$ cat src/rtl/regfile_seq_engine_pkg.sv
// Shared encodings for the register-file sequencer: FSM state codes and ALU modes.
package regseq_pkg;

  localparam int STATE_W = 3;

  typedef enum logic [STATE_W-1:0] {
    ST_IDLE  = 3'd0,
    ST_LOAD0 = 3'd1,
    ST_LOAD1 = 3'd2,
    ST_STEP  = 3'd3,
    ST_DONE  = 3'd4
  } state_e;

  localparam logic [1:0] MODE_ADD  = 2'b00;
  localparam logic [1:0] MODE_SUB  = 2'b01;
  localparam logic [1:0] MODE_XOR  = 2'b10;
  localparam logic [1:0] MODE_ADDC = 2'b11;

endpackage

$ cat src/rtl/regfile_seq_engine_if.sv
// Control, status and readback bundle between the sequencer and its harness.
interface regfile_seq_engine_if
  import regseq_pkg::*;
#(
  parameter int WIDTH = 16,
  parameter int NREGS = 16
);
  localparam int AW = $clog2(NREGS);

  logic               start;
  logic [1:0]         mode;
  logic [WIDTH-1:0]   seed0;
  logic [WIDTH-1:0]   seed1;
  logic               busy;
  logic               done;
  logic [STATE_W-1:0] state;
  logic [NREGS-1:0]   wr_onehot;
  logic               carry_sticky;
  logic               ovf_sticky;
  logic [AW-1:0]      rd_addr;
  logic [WIDTH-1:0]   rd_data;

  modport master (
    output start, mode, seed0, seed1, rd_addr,
    input  busy, done, state, wr_onehot, carry_sticky, ovf_sticky, rd_data
  );

  modport slave (
    input  start, mode, seed0, seed1, rd_addr,
    output busy, done, state, wr_onehot, carry_sticky, ovf_sticky, rd_data
  );

endinterface

$ cat src/rtl/regfile_seq_engine_bank.sv
// NREGS x WIDTH register bank: one write port, two combinational operand reads,
// one registered readback port; everything clears on reset.
module regfile_bank
  import regseq_pkg::*;
#(
  parameter int WIDTH = 16,
  parameter int NREGS = 16,
  parameter int AW    = $clog2(NREGS)
) (
  input  logic             clk,
  input  logic             reset,
  input  logic             i_we,
  input  logic [AW-1:0]    i_waddr,
  input  logic [WIDTH-1:0] i_wdata,
  input  logic [AW-1:0]    i_raddr_a,
  input  logic [AW-1:0]    i_raddr_b,
  output logic [WIDTH-1:0] o_rdata_a,
  output logic [WIDTH-1:0] o_rdata_b,
  input  logic [AW-1:0]    i_rd_addr,
  output logic [WIDTH-1:0] o_rd_data
);

  logic [WIDTH-1:0] r_mem [NREGS];
  logic [WIDTH-1:0] r_rd_data;

  assign o_rdata_a = r_mem[i_raddr_a];
  assign o_rdata_b = r_mem[i_raddr_b];
  assign o_rd_data = r_rd_data;

  // Readback samples the pre-write contents, so a same-edge read sees the old value.
  always_ff @(posedge clk or negedge reset) begin
    if (!reset) begin
      for (int i = 0; i < NREGS; i++) r_mem[i] <= '0;
      r_rd_data <= '0;
    end else begin
      if (i_we) r_mem[i_waddr] <= i_wdata;
      r_rd_data <= (int'(i_rd_addr) < NREGS) ? r_mem[i_rd_addr] : '0;
    end
  end

endmodule

$ cat src/rtl/regfile_seq_engine.sv
// Sequencer: seeds r0/r1, then fills r[i] = op(r[i-1], r[i-2]) one register
// per cycle, accumulating sticky carry/borrow and signed-overflow flags.
module regfile_seq_engine
  import regseq_pkg::*;
#(
  parameter int WIDTH = 16,
  parameter int NREGS = 16
) (
  input logic            clk,
  input logic            reset,
  regfile_seq_engine_if.slave bus
);

  localparam int AW = $clog2(NREGS);

  state_e           r_state, w_next;
  logic [AW-1:0]    r_idx;
  logic [1:0]       r_mode;
  logic [WIDTH-1:0] r_seed0, r_seed1;
  logic             r_carry, r_ovf, r_cprev;

  logic             w_we, w_load_cfg, w_step;
  logic [AW-1:0]    w_waddr;
  logic [WIDTH-1:0] w_wdata, w_a, w_b, w_alu_res;
  logic [WIDTH:0]   w_sum, w_diff;
  logic             w_cin, w_cout, w_vout;

  regfile_bank #(.WIDTH(WIDTH), .NREGS(NREGS), .AW(AW)) u_bank (
    .clk       (clk),
    .reset     (reset),
    .i_we      (w_we),
    .i_waddr   (w_waddr),
    .i_wdata   (w_wdata),
    .i_raddr_a (r_idx - AW'(1)),
    .i_raddr_b (r_idx - AW'(2)),
    .o_rdata_a (w_a),
    .o_rdata_b (w_b),
    .i_rd_addr (bus.rd_addr),
    .o_rd_data (bus.rd_data)
  );

  // Borrow is the extra top bit of the zero-extended subtraction.
  always_comb begin
    w_cin     = (r_mode == MODE_ADDC) ? r_cprev : 1'b0;
    w_sum     = {1'b0, w_a} + {1'b0, w_b} + {{WIDTH{1'b0}}, w_cin};
    w_diff    = {1'b0, w_a} - {1'b0, w_b};
    w_alu_res = w_sum[WIDTH-1:0];
    w_cout    = w_sum[WIDTH];
    w_vout    = (w_a[WIDTH-1] == w_b[WIDTH-1]) && (w_alu_res[WIDTH-1] != w_a[WIDTH-1]);
    case (r_mode)
      MODE_SUB: begin
        w_alu_res = w_diff[WIDTH-1:0];
        w_cout    = w_diff[WIDTH];
        w_vout    = (w_a[WIDTH-1] != w_b[WIDTH-1]) && (w_alu_res[WIDTH-1] != w_a[WIDTH-1]);
      end
      MODE_XOR: begin
        w_alu_res = w_a ^ w_b;
        w_cout    = 1'b0;
        w_vout    = 1'b0;
      end
      default: ;
    endcase
  end

  always_comb begin
    w_next     = r_state;
    w_we       = 1'b0;
    w_waddr    = r_idx;
    w_wdata    = '0;
    w_load_cfg = 1'b0;
    w_step     = 1'b0;
    case (r_state)
      ST_IDLE: if (bus.start) begin
        w_next     = ST_LOAD0;
        w_load_cfg = 1'b1;
      end
      ST_LOAD0: begin
        w_we    = 1'b1;
        w_waddr = '0;
        w_wdata = r_seed0;
        w_next  = ST_LOAD1;
      end
      ST_LOAD1: begin
        w_we    = 1'b1;
        w_waddr = AW'(1);
        w_wdata = r_seed1;
        w_next  = ST_STEP;
      end
      ST_STEP: begin
        w_we    = 1'b1;
        w_step  = 1'b1;
        w_wdata = w_alu_res;
        if (r_idx == AW'(NREGS - 1)) w_next = ST_DONE;
      end
      ST_DONE: w_next = ST_IDLE;
      default: w_next = ST_IDLE;
    endcase
  end

  always_ff @(posedge clk or negedge reset) begin
    if (!reset) r_state <= ST_IDLE;
    else        r_state <= w_next;
  end

  always_ff @(posedge clk or negedge reset) begin
    if (!reset) begin
      r_idx   <= '0;
      r_mode  <= MODE_ADD;
      r_seed0 <= '0;
      r_seed1 <= '0;
      r_carry <= 1'b0;
      r_ovf   <= 1'b0;
      r_cprev <= 1'b0;
    end else begin
      if (w_load_cfg) begin
        r_mode  <= bus.mode;
        r_seed0 <= bus.seed0;
        r_seed1 <= bus.seed1;
        r_carry <= 1'b0;
        r_ovf   <= 1'b0;
        r_cprev <= 1'b0;
      end
      if (r_state == ST_LOAD1) r_idx <= AW'(2);
      if (w_step) begin
        r_idx   <= r_idx + AW'(1);
        r_carry <= r_carry | w_cout;
        r_ovf   <= r_ovf | w_vout;
        r_cprev <= w_cout;
      end
    end
  end

  assign bus.busy         = (r_state == ST_LOAD0) || (r_state == ST_LOAD1) || (r_state == ST_STEP);
  assign bus.done         = (r_state == ST_DONE);
  assign bus.state        = r_state;
  assign bus.wr_onehot    = w_we ? (NREGS'(1) << w_waddr) : '0;
  assign bus.carry_sticky = r_carry;
  assign bus.ovf_sticky   = r_ovf;

endmodule
$ cat src/flat_wrapper.sv
// flat-port wrapper written by rule: the top's interface ports become plain ports
module regfile_seq_engine_flat import regseq_pkg::*;
#(
  parameter int WIDTH = 16,
  parameter int NREGS = 16
)
  (clk, reset, bus_start, bus_mode, bus_seed0, bus_seed1, bus_rd_addr, bus_busy, bus_done, bus_state, bus_wr_onehot, bus_carry_sticky, bus_ovf_sticky, bus_rd_data);
  regfile_seq_engine_if #(.WIDTH(WIDTH), .NREGS(NREGS)) bus_i ();
  input logic clk;
  input logic reset;
  input wire logic [$bits(bus_i.start)-1:0] bus_start;
  input wire logic [$bits(bus_i.mode)-1:0] bus_mode;
  input wire logic [$bits(bus_i.seed0)-1:0] bus_seed0;
  input wire logic [$bits(bus_i.seed1)-1:0] bus_seed1;
  input wire logic [$bits(bus_i.rd_addr)-1:0] bus_rd_addr;
  output wire logic [$bits(bus_i.busy)-1:0] bus_busy;
  output wire logic [$bits(bus_i.done)-1:0] bus_done;
  output wire logic [$bits(bus_i.state)-1:0] bus_state;
  output wire logic [$bits(bus_i.wr_onehot)-1:0] bus_wr_onehot;
  output wire logic [$bits(bus_i.carry_sticky)-1:0] bus_carry_sticky;
  output wire logic [$bits(bus_i.ovf_sticky)-1:0] bus_ovf_sticky;
  output wire logic [$bits(bus_i.rd_data)-1:0] bus_rd_data;
  assign bus_i.start = bus_start;
  assign bus_i.mode = bus_mode;
  assign bus_i.seed0 = bus_seed0;
  assign bus_i.seed1 = bus_seed1;
  assign bus_i.rd_addr = bus_rd_addr;
  assign bus_busy = bus_i.busy;
  assign bus_done = bus_i.done;
  assign bus_state = bus_i.state;
  assign bus_wr_onehot = bus_i.wr_onehot;
  assign bus_carry_sticky = bus_i.carry_sticky;
  assign bus_ovf_sticky = bus_i.ovf_sticky;
  assign bus_rd_data = bus_i.rd_data;
  regfile_seq_engine #(.WIDTH(WIDTH), .NREGS(NREGS)) u_core (.clk(clk), .reset(reset), .bus(bus_i));
endmodule
$ cat config.mk
export PLATFORM = sky130hd
export DESIGN_NAME = regfile_seq_engine_flat
export DESIGN_NICKNAME = d
export VERILOG_FILES = /design/src/rtl/regfile_seq_engine_pkg.sv /design/src/rtl/regfile_seq_engine_if.sv /design/src/rtl/regfile_seq_engine_bank.sv /design/src/rtl/regfile_seq_engine.sv /design/src/flat_wrapper.sv
export SDC_FILE = /design/constraint.sdc
export NUM_CORES = 1
export LEC_CHECK = 0
export CAP_MARGIN = 40
export CELL_PAD_IN_SITES_DETAIL_PLACEMENT = 1
export CELL_PAD_IN_SITES_GLOBAL_PLACEMENT = 1
export CORE_MARGIN = 5
export CORE_UTILIZATION = 50
export DETAILED_ROUTE_END_ITERATION = 8
export PLACE_DENSITY = 0.9
export SYNTH_ARGS = -nofsm -noshare
export SYNTH_HDL_FRONTEND = slang
export SYNTH_HIERARCHICAL = 1
export SYNTH_SLANG_ARGS = --single-unit
$ cat constraint.sdc
create_clock -name clk -period 6.9 [get_ports clk]
set_input_delay 1.725 -clock clk [delete_from_list [all_inputs] [get_ports clk]]
set_output_delay 1.725 -clock clk [all_outputs]
set_load 0.05 [all_outputs]
==> results.cfg <==
[run_status]
status = complete, no violations

[placed_design]
preCtsSetupSlack_ns = 1.04
dp_hpwl_mm = 46.0
placed_area_um2 = 21500
gp_congestion = 0.872
portBuffers = 79

[cells_and_area]
multiInputGateArea_um2 = 11300
fillers = 3907
final_cell_mix = 315 x dfrtp_1, 237 x mux2_2, 192 x mux4_2
seq_area_um2 = 7910
stdcell_area_um2 = 22800
final_nets = 1738
post_route_cells_drive_above_1_share = 0.361
final_common_cell = dfrtp_1
syn_to_final_growth_pct = 13.6

[drt]
wirelength_mm = 77.4
vias = 16400
via_per_inst = 7.41
ant_nets = 0
drtIter0Drc = 2083
dr.pass1.iters = 8
routedWlPerCell_um = 35.0
post-route-drc-count = 0

[global_routing]
grt_pass1_vias = 18100
antenna_found_initial = 0
grtUsageTotal = 0.349
grt_pass1_wl_mm = 117
overflow = 0
grt_max_degree = 159

[synthesis]
syn_area_per_cell_um2 = 12.5
synth_compound_area_frac = 0.0926
synth-simple-area-share = 0.0768
synth_top_family_by_area = multiplexers
synth-warning-count = 6
ys_types = 77
synth_fa_ha_area_frac = 0.0279
ys_dominant_reg_cell = dfrtp_1
synth_nets = 1687
ys_seq_elements = 316
synth_mux_area_frac = 0.364
seq_area_frac_synth = 0.394
netlist_area_um2 = 20100
synth_edf_count = 0
netlist_instances = 1603
async_reset_ff_frac = 1.00
synthXorXnorAreaFrac = 0.00306

[timing]
fmax_ghz = 0.166
hold_viol = 0
setup_violations = 0
relSlewSlack = 0.328
skew_ns = 0.0473
min_period_ns = 6.04
worst_slew_pin_slew_ns = 1.01
grt_setup_unrepaired = false
fin_ws_ns = 0.858
finalMaxSlewViolations = 0
final.period_utilization = 0.876
setup-tns-final_ns = 0

[clocking]
cts_resized = 0
post_cts_buffers = 0
cts.sinks = 316
clockBufferDepth = 3
numCtsBuffers = 37
cts_root_buffer = clkbuf_16
cts_htree_levels = 2
tritoncts = built
cts_hold_buffers = 0
clock_latency_ns = 0.61
clk_pin_slew_ns = 0.06

[setup_path]
critPathRequiredTime_ns = 7.34
r2r.worst_path.cells = 18
endpoint_kind = flip-flop
critPathKind = reg -> reg
worst-path-max-fanout = 15
arrival_ns = 6.48
critPathLaunchType = flip-flop

[floorplan]
die_y_um = 210
ios = 80
start_util = 0.505
fp.coreArea_um2 = 39700
num_rows = 73
die_area_um2 = 44200
die_w_um = 210

[hold_path]
hold_path.class = reg -> reg
whs_path_depth = 2

[job]
maxCapViolations = 0
[final timing paths]
| kind | start | endpoint | slack (ns) |
|---|---|---|---|
| max | u_core/r_idx[2]$_DFFE_PN0P_ | u_core/u_bank/r_mem[173]$_DFFE_PN0P_ | 0.86 |
| min | u_core/r_seed1[3]$_DFFE_PN0P_ | u_core/r_seed1[3]$_DFFE_PN0P_ | 0.49 |
| max reg2reg | u_core/r_idx[2]$_DFFE_PN0P_ | u_core/u_bank/r_mem[173]$_DFFE_PN0P_ | 0.86 |
| min reg2reg | u_core/r_seed1[3]$_DFFE_PN0P_ | u_core/r_seed1[3]$_DFFE_PN0P_ | 0.49 |
| max in group asynchronous | reset | u_core/u_bank/r_mem[169]$_DFFE_PN0P_ | 4.25 |
| min in group asynchronous | reset | u_core/u_bank/r_mem[97]$_DFFE_PN0P_ | 1.18 |
[critical path, cell delays in order, from the launching register on]
cell and delay, ns:
dfrtp_1 0.63, inv_1 0.19, ha_1 0.27, xor2_1 0.42, nor2b_1 0.81, buf_4 0.40
a22oi_1 0.15, nand2_1 0.20, inv_1 0.09, ha_1 0.43, a21oi_1 0.41, nand3_1 0.18
o21ai_0 0.38, a32oi_1 0.19, xnor2_1 0.16, a221oi_1 0.30, o32ai_2 0.14, buf_4 0.23
mux2_2 0.32
[state kept, by name, summed over array words and instances (netlist names)]
register                 flops
u_core/u_bank/r_mem        256
u_core/r_seed0              16
u_core/r_seed1              16
u_core/u_bank/o_rd_data     16
u_core/r_idx                 4
u_core/bus.state             3
u_core/r_mode                2
u_core/bus.carry_sticky      1
u_core/bus.ovf_sticky        1
u_core/r_cprev               1
[final cells by class]
cell class	instances	area share
diodes	1	0.000110
clock buffers	56	0.0473
clock inverters	12	0.00709
inverters	51	0.00851
multi-input cells	1102	0.498
flip-flops and latches	316	0.347
well taps	525	0.0288
repair buffers	146	0.0632
[synthesized netlist by cell type (all sizes together), types with 4 or more instances]
| library cell | n | share of area |
|---|---|---|
| dfrtp | 316 | 0.39 |
| mux2 | 257 | 0.15 |
| mux4 | 192 | 0.22 |
| nand2 | 185 | 0.035 |
| a22oi | 106 | 0.040 |
| clkbuf | 76 | 0.014 |
| buf | 58 | 0.017 |
| nor2 | 54 | 0.011 |
| inv | 49 | 0.0092 |
| o21ai | 46 | 0.011 |
| a21oi | 43 | 0.011 |
| ha | 40 | 0.025 |
| nand2b | 13 | 0.0041 |
| nand3 | 13 | 0.0032 |
| nor2b | 13 | 0.0041 |
| nor3 | 11 | 0.0030 |
| a31oi | 9 | 0.0028 |
| and2 | 9 | 0.0028 |
| nor4 | 9 | 0.0031 |
| a211oi | 7 | 0.0026 |
| o211ai | 7 | 0.0029 |
| and3 | 6 | 0.0019 |
| or2 | 5 | 0.0016 |
| a21o | 4 | 0.0016 |
| o22ai | 4 | 0.0012 |
| o31ai | 4 | 0.0015 |
| xnor2 | 4 | 0.0017 |
[kinds of logic after synthesis]
group | after synthesis
buf+inv | 185
compound gates | 270
mux | 450
fa+ha+maj | 43
xor+xnor | 7
flops | 316
simple gates | 332
[layer usage]
layer	global-route usage	share of wire
met5	0	0
met3	0.100	0.12
met1	0.424	0.35
met4	0.230	0.079
met2	0.546	0.46
[stage by stage]
| step | hold WS [ns] | util | std cells |
|---|---|---|---|
| finish | 0.489 | 0.573 | 2209 |
| global route | 0.510 | 0.573 | 2208 |
| CTS | 0.488 | 0.573 | 2205 |
| detailed placement | 0.468 | 0.541 | 2137 |
| global placement | 0.458 | 0.536 | 2124 |
| floorplan | 0.438 | - | 1603 |
Power is not shown: default switching activity piles up to over one toggle a cycle in this logic, so the estimate is an artifact.
